===== src/rtl/trena_envio_serial.sv =====
// Sends one captured BCD measurement as ASCII characters (MSD first, then terminator) through a start/done transmitter handshake.
// Optional build macro TRENA_ENVIO_CRLF_EN appends CR and LF after the terminator.
module trena_envio_serial #(
    parameter int         NUM_DIGITOS   = 3,
    parameter logic [6:0] CARACTERE_FIM = 7'h23
) (
    input  logic                     clock,
    input  logic                     reset,
    input  logic                     enviar,
    input  logic [4*NUM_DIGITOS-1:0] medida,
    input  logic                     tx_pronto,
    output logic                     tx_partida,
    output logic [6:0]               tx_dado,
    output logic                     ocupado,
    output logic                     pronto,
    output logic                     erro_digito,
    output logic [2:0]               estado
);

`ifdef TRENA_ENVIO_CRLF_EN
    localparam int NUM_CARACTERES = NUM_DIGITOS + 3;
`else
    localparam int NUM_CARACTERES = NUM_DIGITOS + 1;
`endif
    localparam int IDX_W = (NUM_CARACTERES > 1) ? $clog2(NUM_CARACTERES) : 1;
    localparam logic [IDX_W-1:0] IDX_FIM = IDX_W'(NUM_DIGITOS);
    localparam logic [IDX_W-1:0] ULTIMO  = IDX_W'(NUM_CARACTERES - 1);
`ifdef TRENA_ENVIO_CRLF_EN
    localparam logic [IDX_W-1:0] IDX_CR  = IDX_W'(NUM_DIGITOS + 1);
`endif

    // Handshake: tx_partida is a one-cycle start strobe with tx_dado already valid;
    // tx_pronto is honoured only while waiting in ESPERA, never in the start cycle.
    typedef enum logic [2:0] {
        INICIAL,
        PREPARA,
        TRANSMITE,
        ESPERA,
        PROXIMO,
        FIM
    } estado_t;

    estado_t                  estado_atual;
    estado_t                  estado_prox;
    logic [4*NUM_DIGITOS-1:0] captura;
    logic [IDX_W-1:0]         indice;
    logic [3:0]               digito;
    logic [6:0]               caractere;
    logic                     digito_invalido;

    assign estado = estado_atual;

    // Index 0 addresses the most significant nibble of the captured value.
    always_comb begin
        digito = 4'd0;
        for (int i = 0; i < NUM_DIGITOS; i++) begin
            if (indice == IDX_W'(NUM_DIGITOS - 1 - i)) begin
                digito = captura[4*i +: 4];
            end
        end
    end

    always_comb begin
        caractere       = CARACTERE_FIM;
        digito_invalido = 1'b0;
        if (indice < IDX_FIM) begin
            if (digito > 4'd9) begin
                caractere       = 7'h3F;
                digito_invalido = 1'b1;
            end else begin
                caractere = 7'h30 + {3'b000, digito};
            end
        end
`ifdef TRENA_ENVIO_CRLF_EN
        else if (indice == IDX_CR) begin
            caractere = 7'h0D;
        end else if (indice > IDX_CR) begin
            caractere = 7'h0A;
        end
`endif
    end

    always_comb begin
        estado_prox = estado_atual;
        case (estado_atual)
            INICIAL:   if (enviar) estado_prox = PREPARA;
            PREPARA:   estado_prox = TRANSMITE;
            TRANSMITE: estado_prox = ESPERA;
            ESPERA:    if (tx_pronto) estado_prox = PROXIMO;
            PROXIMO:   estado_prox = (indice == ULTIMO) ? FIM : PREPARA;
            FIM:       estado_prox = INICIAL;
            default:   estado_prox = INICIAL;
        endcase
    end

    always_ff @(posedge clock or negedge reset) begin
        if (!reset) begin
            estado_atual <= INICIAL;
        end else begin
            estado_atual <= estado_prox;
        end
    end

    // Strobes are registered from the next state so they align with the state they belong to.
    always_ff @(posedge clock or negedge reset) begin
        if (!reset) begin
            captura     <= '0;
            indice      <= '0;
            tx_dado     <= 7'h00;
            erro_digito <= 1'b0;
            tx_partida  <= 1'b0;
            ocupado     <= 1'b0;
            pronto      <= 1'b0;
        end else begin
            tx_partida <= (estado_prox == TRANSMITE);
            ocupado    <= (estado_prox != INICIAL);
            pronto     <= (estado_prox == FIM);
            case (estado_atual)
                INICIAL: begin
                    if (enviar) begin
                        captura     <= medida;
                        indice      <= '0;
                        erro_digito <= 1'b0;
                    end
                end
                PREPARA: begin
                    tx_dado <= caractere;
                    if (digito_invalido) begin
                        erro_digito <= 1'b1;
                    end
                end
                PROXIMO: begin
                    if (indice != ULTIMO) begin
                        indice <= indice + 1'b1;
                    end
                end
                default: ;
            endcase
        end
    end

endmodule

===== config.mk =====
export PLATFORM = sky130hd
export DESIGN_NAME = trena_envio_serial
export DESIGN_NICKNAME = d
export VERILOG_FILES = /design/src/rtl/trena_envio_serial.sv
export SDC_FILE = /design/constraint.sdc
export NUM_CORES = 1
export LEC_CHECK = 0
export ABC_AREA = 1
export BUFFER_PORTS_ARGS = -buffer_cell sky130_fd_sc_hd__buf_2
export CAP_MARGIN = 10
export CORE_UTILIZATION = 55
export DETAILED_ROUTE_END_ITERATION = 12
export PLACE_DENSITY = 0.82
export SKIP_LAST_GASP = 1
export SYNTH_ARGS = -nofsm -noshare
export SYNTH_HDL_FRONTEND = slang
export SYNTH_SLANG_ARGS = --single-unit

===== constraint.sdc =====
create_clock -name clock -period 4.4 [get_ports clock]
set_input_delay 0.44 -clock clock [delete_from_list [all_inputs] [get_ports clock]]
set_output_delay 0.44 -clock clock [all_outputs]
set_load 0.01 [all_outputs]

== Word-level counts from Yosys, hierarchy flattened ==
Cells that the tools add are included.

* Flip-flop bits (word level): 28
* Bits in latches: 0
* RAM bits: 0
* ROM bits: 0
* Input bits: 16
* Output and inout port bits: 14
* Logic and storage cells: 50
* Memories: 0

* Add/sub/neg operators: 2
* $mul: 0
* Divide/modulo/power cells: 0
* $lt $le $gt $ge: 2
* Equality and inequality tests: 13
* Shifts and indexed selects: 0
* Muxes and demuxes: 17
* Bitwise logic cells: 0
* Reductions and logical operators: 8

{| class="wikitable"
|+ Operators with widths
! cell !! number
|-
| one-hot mux 3 bit (5 select lines) || 1
|-
| 2-to-1 mux 7 bit || 2
|-
| 2-to-1 mux 4 bit || 3
|-
| equality test 3 x 2 -> 1 bit, second input constant || 3
|-
| 2-to-1 mux 3 bit || 3
|-
| inequality test 2 bit, second input constant || 4
|-
| adder 6 x 4 -> 7 bit, first input constant || 1
|-
| equality test 3 bit, second input constant || 2
|-
| AND reduction 3 bit || 2
|-
| equality test 2 bit, second input constant || 2
|-
| greater-than comparator 4 bit, second input constant || 1
|-
| 2-to-1 mux 1 bit || 4
|-
| 2-to-1 mux 2 bit || 2
|-
| one-hot mux 2 bit (2 select lines) || 1
|-
| nonzero test 2 bit || 2
|-
| equality test 3 x 1 -> 1 bit, second input constant || 1
|-
| zero test 3 bit || 1
|-
| nonzero test 3 bit || 1
|-
| adder 2 x 1 -> 2 bit, second input constant || 1
|-
| equality test 2 x 1 -> 1 bit, second input constant || 1
|-
| zero test 2 bit || 1
|-
| less-than comparator 2 bit, second input constant || 1
|-
| one-hot mux 1 bit (2 select lines) || 1
|-
| AND reduction 2 bit || 1
|}

== Logic depth before layout (Yosys ltp) ==
* Depth in word-level cells: 9
* Gate-level depth with buffers: 9
* Depth with buffers taken out: 9

== Least setup slack after synthesis ==
OpenSTA, ideal clock, no wires.

* Path type: flip-flop to flip-flop
* From: register indice[0]
* To: register tx_dado[2]
* Library setup time: 126 ps
* Arrival time: 1,306 ps
* Data required time: 4,274 ps
* Path slack: 2,968 ps
* Cell stages (with the launch flop): 9
* Period minus slack after synthesis: 1,432 ps
* Cells stage by stage: dfrtp_1 inv_1 ha_1 inv_1 or2_2 nand2_1 nand2_1 nand3_1 nand3_1

* Longest elaborated chain between the ends: 7
* Elaborated cells between the ends (all ways): 11

{| class="wikitable"
|+ RTL lines
! item !! RTL line !! text
|-
| start, declared || 46 || <nowiki>logic [IDX_W-1:0] indice;</nowiki>
|-
| start signal, assigned || 134 || <nowiki>indice <= indice + 1'b1;</nowiki>
|-
| equality test 2 bit || 57 || <nowiki>if (indice == IDX_W'(NUM_DIGITOS - 1 - i)) begin</nowiki>
|-
| 2-to-1 mux 4 bit (3 in series) || 57 ||
|-
| adder 6 x 4 -> 7 bit or greater-than comparator 4 bit (tied branches) || 71, 67 ||
|-
| 2-to-1 mux 7 bit || 67 || <nowiki>if (digito > 4'd9) begin</nowiki>
|-
| 2-to-1 mux 7 bit * || 66 || <nowiki>if (indice < IDX_FIM) begin</nowiki>
|-
| end signal, assigned || 127 || <nowiki>tx_dado <= caractere;</nowiki>
|-
| end, declared || 13 || <nowiki>output logic [6:0] tx_dado,</nowiki>
|}

Every way passes the cells marked *; elsewhere a longest branch is shown, timed or not.
A chain may end at the register's enable or synchronous reset.

== Final worst setup path ==
Same ends and word-level chain as after synthesis.

==> results.json <==
{
  "routabilityCongestion": 0.775,
  "grt_first_pass_wirelength_um": 3620,
  "post_cts_buffers": 0,
  "fin_ws_ps": 2790,
  "cts_hold_buf": 0,
  "combPwrFrac_pct": 42.4,
  "internal_power_mw": 0.581,
  "synth_top_area_cell": "dfrtp_1",
  "clock-root-buffer": "clkbuf_4",
  "worst_setup_path_end_kind": "flop",
  "ir_drop_mv": 0.427,
  "r2r-end": "tx_dado[2]",
  "pwr-share-clk_pct": 11.5,
  "multi_input_area_um2": 503,
  "power_switching_mw": 0.338,
  "globalRoute.totalOverflow": 0,
  "critPathKind": "reg -> reg",
  "postSynthCellCount": 113,
  "dr.pass1.iters": 4,
  "power_frac_seq_pct": 46.1,
  "seq_area_um2": 676,
  "grt_start_max_net_pins": 28,
  "reg2reg_slack_ps": 2790,
  "yosysSeqAreaShare_pct": 54.5,
  "finalCritPeriodShare_pct": 36.6,
  "grt_usage_pct": 20.0,
  "leakagePower_nw": 0.750,
  "p_sw_share_pct": 36.8,
  "period_needed_ps": 1610,
  "maxCapViolCount": 0,
  "rsz0062_at_grt": "false",
  "start_util_pct": 60.7,
  "hold_path.class": "in -> async",
  "r2r-start": "indice[0]",
  "route.vias.total": 861,
  "worstSetupStartpointType": "flop",
  "htreeDepth": 1,
  "clk_latency_ps": 320,
  "final_cell_mix": "buf_2, dfrtp_1, nand2_1",
  "fin_skew_ps": 2.45,
  "drtAntennaViolNets": 0,
  "synth_warnings": 0,
  "antenna_found_initial": 0,
  "cts_tree": "yes",
  "drc": 0,
  "tightest_slew_ps": 585,
  "syn-num-nets": 133,
  "drt_iter0_drc": 10,
  "yosysUniqueCellTypes": 21,
  "synth_top_area_share_pct": 54.5,
  "reg2regPathDepth": 8,
  "cts_resized": 0,
  "wl_per_cell_um": 12.2,
  "die_area_um2": 2450,
  "relSlewSlack_pct": 61.0,
  "clkSinkCount": 27,
  "grt_pass1_vias": 828,
  "finalMaxSlewViolations": 0,
  "synth_area_um2": 1240,
  "setup_viol": 0,
  "hold_viol": 0,
  "syn2layout_area_growth_pct": 14.7,
  "place_ws_ps": 2810,
  "pwr_density_cell_nw_per_um2": 646,
  "fill_cells": 180,
  "synth.avg_cell_area_um2": 11.0,
  "die_h_um": 49.5,
  "critical_path_arrival_ps": 1830,
  "required_ps": 4620,
  "io_pins": 30,
  "fp-row-count": 16,
  "fin_setup_tns_ps": 0,
  "routed_wl_um": 2070,
  "core_area_um2": 2040,
  "drive_gt1_share_pct": 35.7,
  "ys_ff_latch": 27,
  "vias_per_cell": 5.06,
  "clockBufferDepth": 2,
  "die_x_um": 49.5,
  "cts_buffers": 3,
  "antenna_cells": 0,
  "final_common_cell": "buf_2",
  "fmax_ghz": 0.621,
  "num-nets-final": 164,
  "clkTransAtPathRegs_ps": 140,
  "dpl.hpwl_um": 1590,
  "numPortBuffers": 28,
  "worstPathMaxFanout": 6,
  "status": "finished clean",
  "synth_area_leaders": "dfrtp_1, mux2_4, nand2_1"
}
## cell families (layout without fill, tap and decap cells)
family / count (synthesis) / in the layout / share of synthesized area [%]
AO/OA/AOI/OAI: 14 / 14 / 5.96
adder cells (fa/ha/maj): 4 / 4 / 4.04
buffers and inverters: 13 / 43 / 4.85
flip-flops: 27 / 27 / 54.5
multiplexers: 12 / 12 / 13.3
other: 1 / 1 / 0.303
AND/OR/NAND/NOR: 42 / 42 / 17.0
## worst max-delay path by stage
| stage | slack, ps | endpoint | depth (start not counted) | startpoint |
|---|---|---|---|---|
| finish | 2790 | tx_dado[2] | 8 | indice[0] |
| global route | 2610 | tx_dado[2] | 8 | indice[0] |
| CTS | 2780 | tx_dado[2] | 8 | indice[0] |
| detailed placement | 2810 | tx_dado[2] | 8 | indice[0] |
| global placement | 2920 | tx_dado[2] | 8 | indice[0] |
| floorplan | 2970 | tx_dado[2] | 8 | indice[0] |
## power groups by stage
stage / registers [mW] / clock network (mW) / logic (mW)
after floorplan: 0.436 / 0 / 0.275
after global placement: 0.425 / 0 / 0.377
after detailed placement: 0.432 / 0 / 0.391
after CTS: 0.426 / 0.109 / 0.394
after global routing: 0.438 / 0.117 / 0.435
final: 0.424 / 0.105 / 0.389
## worst max-delay path: stages (launching register included)
cell	delay (ps)
dfrtp_1	430
inv_1	120
ha_1	270
inv_1	90
or2_2	290
nand2_1	70
nand2_1	60
nand3_1	90
nand3_1	90
## registers in the layout, summed over array words and instances, names as in the netlist
name and count:
captura 12, tx_dado 6, estado 3, indice 2, erro_digito 1, ocupado 1, pronto 1, tx_partida 1
## routing by layer
| layer | routed length [um] | global-route usage (%) | vias up |
|---|---|---|---|
| met5 | 0 | 0 | - |
| met4 | 41 | 8.57 | 0 |
| met3 | 81 | 2.78 | 5 |
| met2 | 1040 | 34.9 | 27 |
| met1 | 915 | 24.7 | 403 |
| li1 | - | - | 426 |
## cells in the mapped netlist
master	count
dfrtp_1	27
nand2_1	19
inv_1	11
a21oi_1	9
nand3_1	9
mux2_4	8
nor2_1	6
ha_1	4
mux2_2	4
o21ai_0	3
or2_2	3
a22o_1	1
buf_4	1
buf_6	1
conb_1	1
nand3_2	1
nand3_4	1
nand3b_1	1
nor2_2	1
nor2_4	1
o21ai_1	1
## metrics by stage
step                hold slack, ps  power [mW]  cell area, um^2  std cells  utilization, %
global placement               447       0.802             1390        166            68.3
detailed placement             467       0.824             1390        166            68.3
finish                        90.9       0.919             1420        170            69.6
floorplan                      144       0.711             1240        113               -
global route                   126       0.990             1420        170            69.6
CTS                            106       0.928             1420        170            69.6
## final cells by class
type	instances	share of cell area (%)
clock buffer	3	1.58
clock inverter	1	0.352
inverter	11	2.90
multi-input combinational	73	35.4
sequential	27	47.5
tap	27	2.38
timing repair buffer	28	9.86
No activity file was read; power rests on OpenSTA's default activity.
